<file path="config.mk">
export PLATFORM = sky130hd
export DESIGN_NAME = direction_keypad
export DESIGN_NICKNAME = d
export VERILOG_FILES = /design/src/rtl/sale_terminal_pkg.sv /design/src/rtl/key_sync_debounce.sv /design/src/rtl/direction_keypad.sv
export SDC_FILE = /design/constraint.sdc
export NUM_CORES = 1
export LEC_CHECK = 0
export BUFFER_PORTS_ARGS = -buffer_cell sky130_fd_sc_hd__buf_4
export CAP_MARGIN = 20
export CORE_MARGIN = 1
export CORE_UTILIZATION = 25
export CTS_CLUSTER_SIZE = 12
export DETAILED_ROUTE_END_ITERATION = 12
export SLEW_MARGIN = 20
export SYNTH_ARGS = -nofsm -noshare
export SYNTH_HDL_FRONTEND = slang
export SYNTH_SLANG_ARGS = --single-unit
</file>
<file path="constraint.sdc">
create_clock -name CLOCK -period 2.2 [get_ports CLOCK]
set_input_delay 0 -clock CLOCK [delete_from_list [all_inputs] [get_ports CLOCK]]
set_output_delay 0 -clock CLOCK [all_outputs]
set_load 0.1 [all_outputs]
</file>
<file path="src/rtl/sale_terminal_pkg.sv">
// Shared sale-terminal types: direction codes and keypad FSM states.
// Latency: n/a (types and pure functions only).
// Backpressure: n/a.
package sale_terminal_pkg;

  // Direction codes shared with the product-cursor stage.
  localparam logic [1:0] DIR_LEFT  = 2'b00;
  localparam logic [1:0] DIR_UP    = 2'b01;
  localparam logic [1:0] DIR_DOWN  = 2'b10;
  localparam logic [1:0] DIR_RIGHT = 2'b11;

  typedef enum logic [1:0] {
    IDLE         = 2'd0,
    HOLD         = 2'd1,
    REPEAT       = 2'd2,
    WAIT_RELEASE = 2'd3
  } keypad_state_e;

  // A valid press is exactly one key down.
  function automatic logic is_onehot4(input logic [3:0] p);
    return (p != 4'b0000) && ((p & (p - 4'd1)) == 4'b0000);
  endfunction

  // Key pattern bit order is [3] left, [2] up, [1] down, [0] right.
  function automatic logic [1:0] dir_encode(input logic [3:0] p);
    logic [1:0] d;
    case (p)
      4'b1000: d = DIR_LEFT;
      4'b0100: d = DIR_UP;
      4'b0010: d = DIR_DOWN;
      default: d = DIR_RIGHT;
    endcase
    return d;
  endfunction

  // Inverse of dir_encode: the one-hot pattern a direction code came from.
  function automatic logic [3:0] dir_decode(input logic [1:0] d);
    return 4'b1000 >> d;
  endfunction

endpackage

</file>
<file path="src/rtl/key_sync_debounce.sv">
// Two-flop synchroniser plus debouncer for active-low keys; output is active-high.
// Latency: DEBOUNCE_CYCLES+2 clocks from first sampling edge to stable_o update.
// Backpressure: none; free-running, stable_o is a level.
module key_sync_debounce #(
  parameter int WIDTH           = 4,
  parameter int DEBOUNCE_CYCLES = 500000
) (
  input  logic             clk_i,
  input  logic             rst_i,
  input  logic [WIDTH-1:0] key_n_i,
  output logic [WIDTH-1:0] stable_o
);

  localparam int CW = (DEBOUNCE_CYCLES > 1) ? $clog2(DEBOUNCE_CYCLES) : 1;
  localparam logic [CW-1:0] CNT_LAST = CW'(DEBOUNCE_CYCLES - 1);

  // Synchroniser flops hold raw active-low levels, so "released" is all ones.
  logic [WIDTH-1:0] sync1_q, sync2_q;
  logic [WIDTH-1:0] synced;
  logic [WIDTH-1:0] cand_q, cand_d;
  logic [WIDTH-1:0] stable_q, stable_d;
  logic [CW-1:0]    cnt_q, cnt_d;

  assign synced   = ~sync2_q;
  assign stable_o = stable_q;

  // Debounce next state: restart on any change, accept after the full quiet window,
  // then hold the counter at its last value so it never wraps.
  always_comb begin
    cand_d   = cand_q;
    stable_d = stable_q;
    cnt_d    = cnt_q;
    if (synced != cand_q) begin
      cand_d = synced;
      cnt_d  = '0;
    end else if (cnt_q == CNT_LAST) begin
      stable_d = cand_q;
    end else begin
      cnt_d = cnt_q + 1'b1;
    end
  end

  // Synchroniser and debounce state registers.
  always_ff @(posedge clk_i) begin
    if (rst_i) begin
      sync1_q  <= '1;
      sync2_q  <= '1;
      cand_q   <= '0;
      stable_q <= '0;
      cnt_q    <= '0;
    end else begin
      sync1_q  <= key_n_i;
      sync2_q  <= sync1_q;
      cand_q   <= cand_d;
      stable_q <= stable_d;
      cnt_q    <= cnt_d;
    end
  end

endmodule

</file>
<file path="src/rtl/direction_keypad.sv">
// Direction keypad: debounced one-hot key -> registered direction strobe with auto-repeat.
// Latency: DEBOUNCE_CYCLES+3 clocks from first sampling edge to Enable.
// Backpressure: none; Enable is a one-clock strobe, Active=0 parks the FSM until release.
module direction_keypad
  import sale_terminal_pkg::*;
#(
  parameter int DEBOUNCE_CYCLES = 500000,
  parameter int REPEAT_DELAY    = 25000000,
  parameter int REPEAT_RATE     = 10000000
) (
  input  logic       CLOCK,
  input  logic       RESET,
  input  logic [3:0] KEY_N,
  input  logic       Active,
  output logic [1:0] Dir_out,
  output logic       Enable
);

  localparam int RMAX = (REPEAT_DELAY > REPEAT_RATE) ? REPEAT_DELAY : REPEAT_RATE;
  localparam int RW   = (RMAX > 1) ? $clog2(RMAX) : 1;
  // Counter is loaded with N-1 and expires at zero, so pulses land N clocks apart.
  localparam logic [RW-1:0] DELAY_LOAD = RW'(REPEAT_DELAY - 1);
  localparam logic [RW-1:0] RATE_LOAD  = RW'(REPEAT_RATE - 1);

  logic [3:0]    stable;
  logic          same_key;
  keypad_state_e state_q, state_d;
  logic [RW-1:0] rcnt_q, rcnt_d;
  logic          enable_q, enable_d;
  logic [1:0]    dir_q, dir_d;

  key_sync_debounce #(
    .WIDTH          (4),
    .DEBOUNCE_CYCLES(DEBOUNCE_CYCLES)
  ) u_debounce (
    .clk_i   (CLOCK),
    .rst_i   (RESET),
    .key_n_i (KEY_N),
    .stable_o(stable)
  );

  // dir_q always holds the key being repeated, so it doubles as the held-key record.
  assign same_key = (stable == dir_decode(dir_q));
  assign Dir_out  = dir_q;
  assign Enable   = enable_q;

  // Next-state and strobe decode; a stable-pattern change wins over counter expiry.
  always_comb begin
    state_d  = state_q;
    rcnt_d   = rcnt_q;
    enable_d = 1'b0;
    dir_d    = dir_q;
    if (!Active) begin
      state_d = WAIT_RELEASE;
    end else begin
      case (state_q)
        IDLE: begin
          if (is_onehot4(stable)) begin
            enable_d = 1'b1;
            dir_d    = dir_encode(stable);
            rcnt_d   = DELAY_LOAD;
            state_d  = HOLD;
          end
        end
        HOLD, REPEAT: begin
          if (!same_key) begin
            state_d = IDLE;
          end else if (rcnt_q == '0) begin
            enable_d = 1'b1;
            rcnt_d   = RATE_LOAD;
            state_d  = REPEAT;
          end else begin
            rcnt_d = rcnt_q - 1'b1;
          end
        end
        WAIT_RELEASE: begin
          if (stable == 4'b0000) state_d = IDLE;
        end
        default: state_d = IDLE;
      endcase
    end
  end

  // FSM, repeat counter and registered outputs.
  always_ff @(posedge CLOCK) begin
    if (RESET) begin
      state_q  <= IDLE;
      rcnt_q   <= '0;
      enable_q <= 1'b0;
      dir_q    <= DIR_LEFT;
    end else begin
      state_q  <= state_d;
      rcnt_q   <= rcnt_d;
      enable_q <= enable_d;
      dir_q    <= dir_d;
    end
  end

endmodule

</file>
* After elaboration in Yosys (flattened, before gate mapping)
Cells that the tools add are included.
Widths: inputs -> output; s select.
** Operators by class
- Add/sub/neg operators :: 3
- Eq/ne operators :: 14
- Bitwise logic cells :: 4
- Mux-type cells :: 15
- Shifts and indexed selects :: 1
- Reductions and logical operators :: 14
** Operators with widths (count)
- $mux 25 :: 3
- $pmux 25 s2 :: 1
- $logic_not 25->1 :: 1
- $sub 25x1->25 const B :: 1
- $add 19x1->19 const B :: 1
- $eq 19x19->1 const B :: 1
- $pmux 2 s3 :: 2
- $mux 2 :: 5
- $logic_not 4->1 :: 2
- $ne 3x3->1 const B :: 2
- $reduce_and 3->1 :: 2
- $reduce_or 2->1 :: 3
- $and 4x4->4 :: 1
- $eq 2x2->1 const B :: 2
- $eq 4x2->1 const B :: 1
- $eq 4x3->1 const B :: 1
- $eq 4x4->1 :: 1
- $eq 4x4->1 const B :: 1
- $ne 2x2->1 const B :: 2
- $ne 4x4->1 :: 1
- $ne 4x4->1 const B :: 1
- $not 4->4 :: 1
- $reduce_and 4->1 :: 1
- $reduce_bool 4->1 :: 1
- 10 further kinds :: 13
** Word-level totals
- Flip-flop bits (word level) :: 65
- Word-level logic and storage cells :: 60
- Output and inout bits :: 3

* Logic depth before layout (Yosys ltp)
Gate-level depths: netlist (run 1).
- Depth after elaboration :: 7
- Gate-level depth with buffers :: 9
- Depth with buffers taken out :: 8

* By module
Synthesis (run 1) repeated with hierarchy kept, for this count alone.
** Second synthesis, totals
- Cell total of the unflattened synthesis :: 394
- Area total of the unflattened synthesis :: 3286.9 um2
** Modules (own cells, without submodules)
- direction_keypad :: cells an instance 235, sequential area each 600.6 um2, instances 1, area an instance 1811.7 um2
- key_sync_debounce :: cells an instance 159, sequential area each 700.7 um2, instances 1, area an instance 1475.2 um2

* Worst setup path after synthesis (run 1)
Ideal clock, no wire load.
- Path kind :: reg2reg
- From :: reg dir_q[0] (netlist: Dir_out[0])
- To :: reg rcnt_q[9]
- Cell stages (with the launch flop) :: 8
- Data required time :: 2.085 ns
- Library setup time :: 0.115 ns
- Data arrival time :: 2.502 ns
- Setup slack :: -0.416 ns
- Period minus slack after synthesis :: 2.616 ns
- Path through :: dfxtp_1 -> nand3b_1 -> a2111oi_4 -> nor2_2 -> a221oi_4 -> buf_6 -> a31oi_1 -> o21a_1
** On the way
- Longest elaborated chain between the ends :: 4
** RTL lines
- start, declared :: line direction_keypad.sv:30 : logic [1:0] dir_q, dir_d;
- start signal, assigned :: line direction_keypad.sv:95 : dir_q <= dir_d;
- $shr 4x2->4 :: line sale_terminal_pkg.sv:38 : return 4'b1000 >> d;
- $eq 4x4->1 :: line direction_keypad.sv:43 : assign same_key = (stable == dir_decode(dir_q));
- $ne 2x2->1 (no source line)
- $reduce_and 4->1 (no source line)
- end signal, assigned :: line direction_keypad.sv:93 : rcnt_q <= rcnt_d;
- end, declared :: line direction_keypad.sv:28 : logic [RW-1:0] rcnt_q, rcnt_d;
No other way between the ends.
A chain may end at the register's enable or synchronous reset.

* Worst setup path in the final report (run 1)
Ends and elaborated chain as after synthesis.

==> flow_metrics.py, run 1 <==
metrics = {
    "sta": {
        "worst_slew_pin_slew_ns": 0.534,
        "min_period_ns": 2.22,
        "slew_headroom": 0.644,
        "rsz0062_at_grt": "yes",
        "fin_skew_ns": 0.00787,
        "period_share": 1.01,
        "drv_slew": 0,
        "fmax_mhz": 450,
        "hold_viol": 0,
        "setup_viol": 3,
        "fin_ws_ns": -0.0208,
    },
    "pwr": {
        "powerDensity_nw_per_um2": 766,
        "power.leakage_uw": 0.00152,
        "ir_worst_vdd_uv": 376,
    },
    "cells_and_area": {
        "n_antenna_cell": 0,
        "drive_gt1_frac": 0.263,
        "syn_to_final_growth_pct": 30.5,
        "instances_no_fill": 591,
        "nets": 426,
        "final_util": 0.333,
    },
    "floorplanning": {
        "die_h_um": 116,
        "die_area_um2": 13400,
        "placementRows": 41,
        "fp.dieW_um": 116,
        "io_pins": 10,
        "start_util": 0.255,
        "core_um2": 12600,
    },
    "detailed_routing": {
        "ant_nets": 0,
        "vias_per_cell": 4.98,
        "num_vias": 2943,
        "detail_route.wl_per_cell_um": 13.1,
        "firstDrtPassIters": 7,
        "wl_um": 7750,
        "drc": 0,
        "dr.first_iter.drc_count": 219,
    },
    "outcome": {
        "violations": "setup timing",
        "outcome": "finished, violations left",
    },
    "hold_path": {
        "holdPathStages": 2,
        "min_path_type": "in -> reg",
    },
    "synth": {
        "seq_area_frac_synth": 0.404,
        "avgSynthCellArea_um2": 8.78,
        "synth.distinct_cells": 52,
        "synth_top_area_cell": "dfxtp_1",
        "ys_ff_latch": 65,
        "synth_most_common_cell": "dfxtp_1",
        "synth.yosys.warnings": 0,
        "syn_inst": 367,
        "synth-edff-count": 0,
        "ys_async_sr_fraction": 0,
        "yosys.area.top_type_share": 0.404,
        "synthTopCellsByArea": "dfxtp_1, nor2_1, a21oi_1",
        "synth_common_cells": "dfxtp_1, nor2_1, a21oi_1",
        "syn_area_um2": 3220,
        "synth_nets": 379,
        "ys.flop_type": "dfxtp_1",
    },
    "placement": {
        "gp_congestion": 0.820,
        "dp_slack_ns": -0.0966,
        "place_inst": 562,
        "portBuffers": 9,
        "dp_hpwl_um": 5200,
    },
    "global_route": {
        "grt_pass1_vias": 2662,
        "grt.total_usage": 0.119,
        "antenna_found_initial": 0,
        "grt_max_degree": 48,
        "grt-ovfl-total": 0,
        "grt_pass1_wl_um": 12300,
    },
    "critical_path": {
        "cp-end-kind": "flip-flop",
        "path_cells": "or3b_4 > a2111oi_4 > nor2_4 > a221oi_4 > buf_4 > clkbuf_16 > a31oi_1 > o21a_1",
        "cp.required_ns": 2.43,
        "cp_max_fo": 5,
        "cp_data_arrival_time_ns": 2.45,
        "slowest_delay_ns": 0.43,
        "crit_type": "reg -> reg",
        "r2r_cells": 8,
        "crit_path_top_delay_cell": "a2111oi_4",
        "startpoint_type": "flip-flop",
    },
    "clock_network": {
        "cts_buffers": 9,
        "cts_root_buf": "clkbuf_16",
        "clk_pin_slew_ns": 0.06,
        "cts.sinks": 65,
        "cts_tree": "yes",
        "htreeDepth": 3,
        "clockBufferDepth": 2,
        "insertion_delay_ns": 0.33,
    },
    "run": {
        "cap_violations": 0,
    },
}
==> through the flow <==
| step | TNS (ns) | area [um^2] | hold slack (ns) | power (uW) |
|---|---|---|---|---|
| 6_report | -0.0325 | 4210 | 0.127 | 3220 |
| 3_3_place_gp | -0.0754 | 3670 | 0.194 | 1750 |
| 3_5_place_dp | -0.145 | 3670 | 0.191 | 1760 |
| 5_1_grt | -1.19 | 4210 | 0.153 | 3360 |
| 2_1_floorplan | 0 | 3230 | 0.0919 | 1580 |
| 4_1_cts | 0 | 4020 | 0.115 | 3180 |
==> layout make-up <==
cell class | instances | area [um^2]
Clock buffer | 11 | 233
Clock inverter | 5 | 55.1
Fill cell | 1311 | 8410
Inverter | 10 | 37.5
Multi-Input combinational cell | 276 | 1900
Sequential cell | 65 | 1310
Tap cell | 172 | 215
Timing Repair Buffer | 52 | 454
==> critical path, delay by kind of cell (launching register included) <==
kind / cells / cell delay (ns)
flip-flops: 1 / 0.34
AO/OA/AOI/OAI: 4 / 0.98
AND/OR/NAND/NOR: 2 / 0.47
buffers and inverters: 2 / 0.31
==> logic make-up (layout without fill, tap and decap cells) <==
group,count (synthesis),in the layout,share of synthesized area
adders and majority gates,5,5,0.0194
muxes,6,6,0.0186
buffers and inverters,26,78,0.0365
xor gates and xnor gates,21,21,0.0571
DFF,65,65,0.404
AOI/OAI and AO/OA,83,83,0.191
and+or+nand+nor,161,161,0.274
==> layer usage <==
| layer | up-vias | GRT usage | share of wire |
|---|---|---|---|
| met1 | 1399 | 0.147 | 0.44 |
| met4 | 0 | 0.0615 | 0.021 |
| met5 | - | 0 | 0 |
| li1 | 1451 | - | - |
| met2 | 78 | 0.190 | 0.48 |
| met3 | 15 | 0.0319 | 0.058 |
==> worst paths after layout <==
path | startpoint | to | slack (ns)
max | Dir_out[0]$_SDFFE_PP0P_ | rcnt_q[9]$_SDFFE_PP0P_ | -0.02
min | RESET | u_debounce.cand_q[3]$_SDFFE_PP0P_ | 0.13
max reg2reg | Dir_out[0]$_SDFFE_PP0P_ | rcnt_q[9]$_SDFFE_PP0P_ | -0.02
min reg2reg | u_debounce.sync1_q[1]$_SDFF_PP1_ | u_debounce.sync2_q[1]$_SDFF_PP1_ | 0.40
==> state kept, by name (all words and copies together), names as in the netlist <==
| name | flops |
|---|---|
| rcnt_q | 25 |
| u_debounce.cnt_q | 19 |
| u_debounce.cand_q | 4 |
| u_debounce.stable_o | 4 |
| u_debounce.sync1_q | 4 |
| u_debounce.sync2_q | 4 |
| Dir_out | 2 |
| state_q | 2 |
| Enable | 1 |
==> what timing repair did <==
| item | in CTS | in global routing |
|---|---|---|
| endpoints found under the hold margin | 5 | 0 |
| resized for setup | 2 | 25 |
| pin swaps | 0 | 14 |
| setup buffers | 0 | 6 |
| hold buffers | 5 | 0 |
| endpoints found under the setup margin | 8 | 16 |
| gates cloned | 0 | 2 |
==> power by group <==
part           leakage (uW)  internal, uW  switching, uW
clock              0.000144           876            528
sequential         0.000531          1210           29.0
combinational      0.000849           253            325
==> layout by cell type (no fill, tap or decap), types with 3 or more instances in the layout <==
| cell type | n |
|---|---|
| ha_1 | 5 |
| nand2_1 | 21 |
| and4_1 | 3 |
| nor4_1 | 8 |
| xnor2_1 | 10 |
| or2_2 | 11 |
| a21oi_1 | 25 |
| a211oi_1 | 6 |
| a311oi_2 | 7 |
| o31ai_1 | 7 |
| nand2b_1 | 6 |
| a21oi_2 | 5 |
| o21ai_0 | 11 |
| dlygate4sd3_1 | 5 |
| clkbuf_16 | 11 |
| dfxtp_1 | 60 |
| nor4b_1 | 4 |
| or3_1 | 4 |
| dfxtp_2 | 4 |
| nor3_1 | 14 |
| nand4_1 | 6 |
| mux2i_1 | 6 |
| nand3_1 | 11 |
| nor2_1 | 43 |
| a311oi_1 | 3 |
| xor2_1 | 11 |
| inv_1 | 10 |
| buf_4 | 43 |
No activity file was read; power rests on OpenSTA's default activity.
==> inputs of run 2 (changes only) <==
--- a/config.mk
+++ b/config.mk
@@ -11,6 +11,7 @@
 export CORE_UTILIZATION = 25
 export CTS_CLUSTER_SIZE = 12
 export DETAILED_ROUTE_END_ITERATION = 12
+export PLACE_DENSITY = 0.42
 export SLEW_MARGIN = 20
 export SYNTH_ARGS = -nofsm -noshare
 export SYNTH_HDL_FRONTEND = slang
==> run 2 against run 1 <==
Net effect: the run now ends clean; register-to-register slack improved by 0.08 ns; sequential power barely moved; via count fell by 4.6%; clock-buffer cell count fell by 1; first-iteration DRC count fell by 15%; cell area fell by 0.71%; flip-flop and latch count did not move; clock power rose by 4%; critical path depth did not move; critical path type unchanged.
==> flow_metrics.py, run 2 (same netlist as run 1, synthesis figures left out) <==
metrics = {
    "sta": {
        "worst_slew_pin_slew_ns": 0.534,
        "fin_skew_ns": 0.00703,
        "drv_slew": 0,
        "setup_viol": 0,
        "period_share": 0.971,
        "min_period_ns": 2.14,
        "hold_slack_ns": 0.111,
        "fmax_mhz": 468,
        "slew_headroom": 0.644,
        "hold_viol": 0,
        "rsz0062_at_grt": "yes",
        "setup_tns_ns": 0,
    },
    "global_route": {
        "grt_pass1_wl_um": 13100,
        "grt.total_usage": 0.129,
        "antenna_found_initial": 0,
        "grt_max_degree": 48,
        "grt-ovfl-total": 0,
        "grt_pass1_vias": 2673,
    },
    "clock_network": {
        "cts_root_buf": "clkbuf_16",
        "cts_tree": "yes",
        "clockBufferDepth": 2,
        "htreeDepth": 3,
        "clk_pin_slew_ns": 0.06,
        "insertion_delay_ns": 0.34,
        "cts.sinks": 65,
        "cts_buffers": 9,
    },
    "pwr": {
        "totalPowerFinal_uw": 3270,
        "powerDensity_nw_per_um2": 782,
        "ir_worst_vdd_uv": 344,
        "power.leakage_uw": 0.00150,
    },
    "placement": {
        "place_area_um2": 3680,
        "dp_hpwl_um": 5360,
        "portBuffers": 9,
        "place_inst": 564,
        "gp_congestion": 0.768,
    },
    "cells_and_area": {
        "final_common_cell": "dfxtp_1",
        "seq_area_um2": 1310,
        "syn_to_final_growth_pct": 29.5,
        "top_register": "rcnt_q",
        "instances_no_fill": 588,
        "multiInputGateArea_um2": 1890,
        "largest_registers": "rcnt_q (25), u_debounce.cnt_q (19)",
        "drive_gt1_frac": 0.250,
        "num-fill-cells": 1349,
        "nets": 423,
        "mostFrequentLayoutCells": "dfxtp_1, nor2_1, buf_4, a21oi_1, nand2_1",
        "largest_reg_flops": 25,
        "n_antenna_cell": 0,
        "final_area_um2": 4180,
    },
    "detailed_routing": {
        "wl_um": 8000,
        "vias_per_cell": 4.78,
        "dr.first_iter.drc_count": 186,
        "num_vias": 2808,
        "drc": 0,
        "ant_nets": 0,
        "detail_route.wl_per_cell_um": 13.6,
        "firstDrtPassIters": 4,
    },
    "critical_path": {
        "crit_buf_inv": 2,
        "cp_top_family": "simple AND/OR/NAND/NOR gates",
        "slowest_delay_ns": 0.40,
        "cp_max_fo": 8,
        "startpoint_type": "flip-flop",
        "crit_type": "reg -> reg",
        "crit_path_top_delay_cell": "or3b_4",
        "cp.required_ns": 2.43,
        "cp_data_arrival_time_ns": 2.37,
        "cp-end-kind": "flip-flop",
        "path_cells": "or3b_4 > a2111oi_4 > buf_4 > or2_2 > and3_4 > buf_8 > a21oi_1 > a311oi_1",
    },
    "floorplanning": {
        "die_h_um": 116,
        "die_area_um2": 13400,
        "io_pins": 10,
        "placementRows": 41,
        "fp.dieW_um": 116,
        "start_util": 0.255,
        "core_um2": 12600,
    },
    "hold_path": {
        "min_path_type": "in -> reg",
    },
    "outcome": {
        "outcome": "finished, final reports clean",
    },
    "run": {
        "cap_violations": 0,
    },
}
[run 2: cell types whose count changed in the layout (fill, tap and decap cells not counted), moves of 2 or more]
cell / previous run / this run
a21oi_2: 5 / 2
clkinvlp_4: 0 / 3
clkbuf_1: 2 / 0
a21oi_1: 25 / 28
buf_4: 43 / 41
[run 2: stage by stage]
step | utilization | setup WS (ns)
floorplan | - | 0.0163
detailed placement | 0.292 | -0.00660
finish | 0.331 | 0.0641
CTS | 0.321 | 0.00760
global placement | 0.292 | 0.0364
global route | 0.331 | -0.0728
[run 2: repair_timing]
item / 4_1_cts / 5_1_grt
resized for setup: 2 / 21
hold buffers: 5 / 0
cloned: 0 / 1
buffers inserted: 0 / 2
pin swaps: 0 / 3
setup endpoints to repair: 3 / 22
endpoints found under the hold margin: 5 / 0
[run 2: worst paths after layout]
path	end	startpoint	slack (ns)	depth (start not counted)
min	u_debounce.cand_q[1]$_SDFFE_PP0P_	RESET	0.11	2
max	rcnt_q[8]$_SDFFE_PP0P_	u_debounce.stable_o[2]$_SDFFE_PP0P_	0.06	8
max reg2reg	rcnt_q[8]$_SDFFE_PP0P_	u_debounce.stable_o[2]$_SDFFE_PP0P_	0.06	8
min reg2reg	u_debounce.sync2_q[0]$_SDFF_PP1_	u_debounce.sync1_q[0]$_SDFF_PP1_	0.41	1
[run 2: per-layer routing]
metal	global-route usage	vias to the layer above	share of wire
li1	-	1433	-
met1	0.168	1319	0.49
met2	0.197	49	0.45
met3	0.0392	7	0.054
met4	0.0545	0	0.0094
met5	0	-	0
[run 2: area by class of cell]
type | count | share of cell area
Clock buffer | 10 | 0.0572
Clock inverter | 6 | 0.0159
Inverter | 10 | 0.00899
Multi-Input combinational cell | 276 | 0.453
Sequential cell | 65 | 0.313
Tap cell | 172 | 0.0515
Timing Repair Buffer | 49 | 0.100
[run 2: worst reg2reg max path, cell delays in order, from the launching register on]
cell       delay (ns)
dfxtp_2          0.32
or3b_4           0.40
a2111oi_4        0.33
buf_4            0.18
or2_2            0.13
and3_4           0.21
buf_8            0.14
a21oi_1          0.08
a311oi_1         0.25
[run 2: report_power, final]
part           internal, uW  leakage [uW]  switching, uW
combinational           251      0.000828            319
clock                   909      0.000141            549
sequential             1210      0.000530           29.8
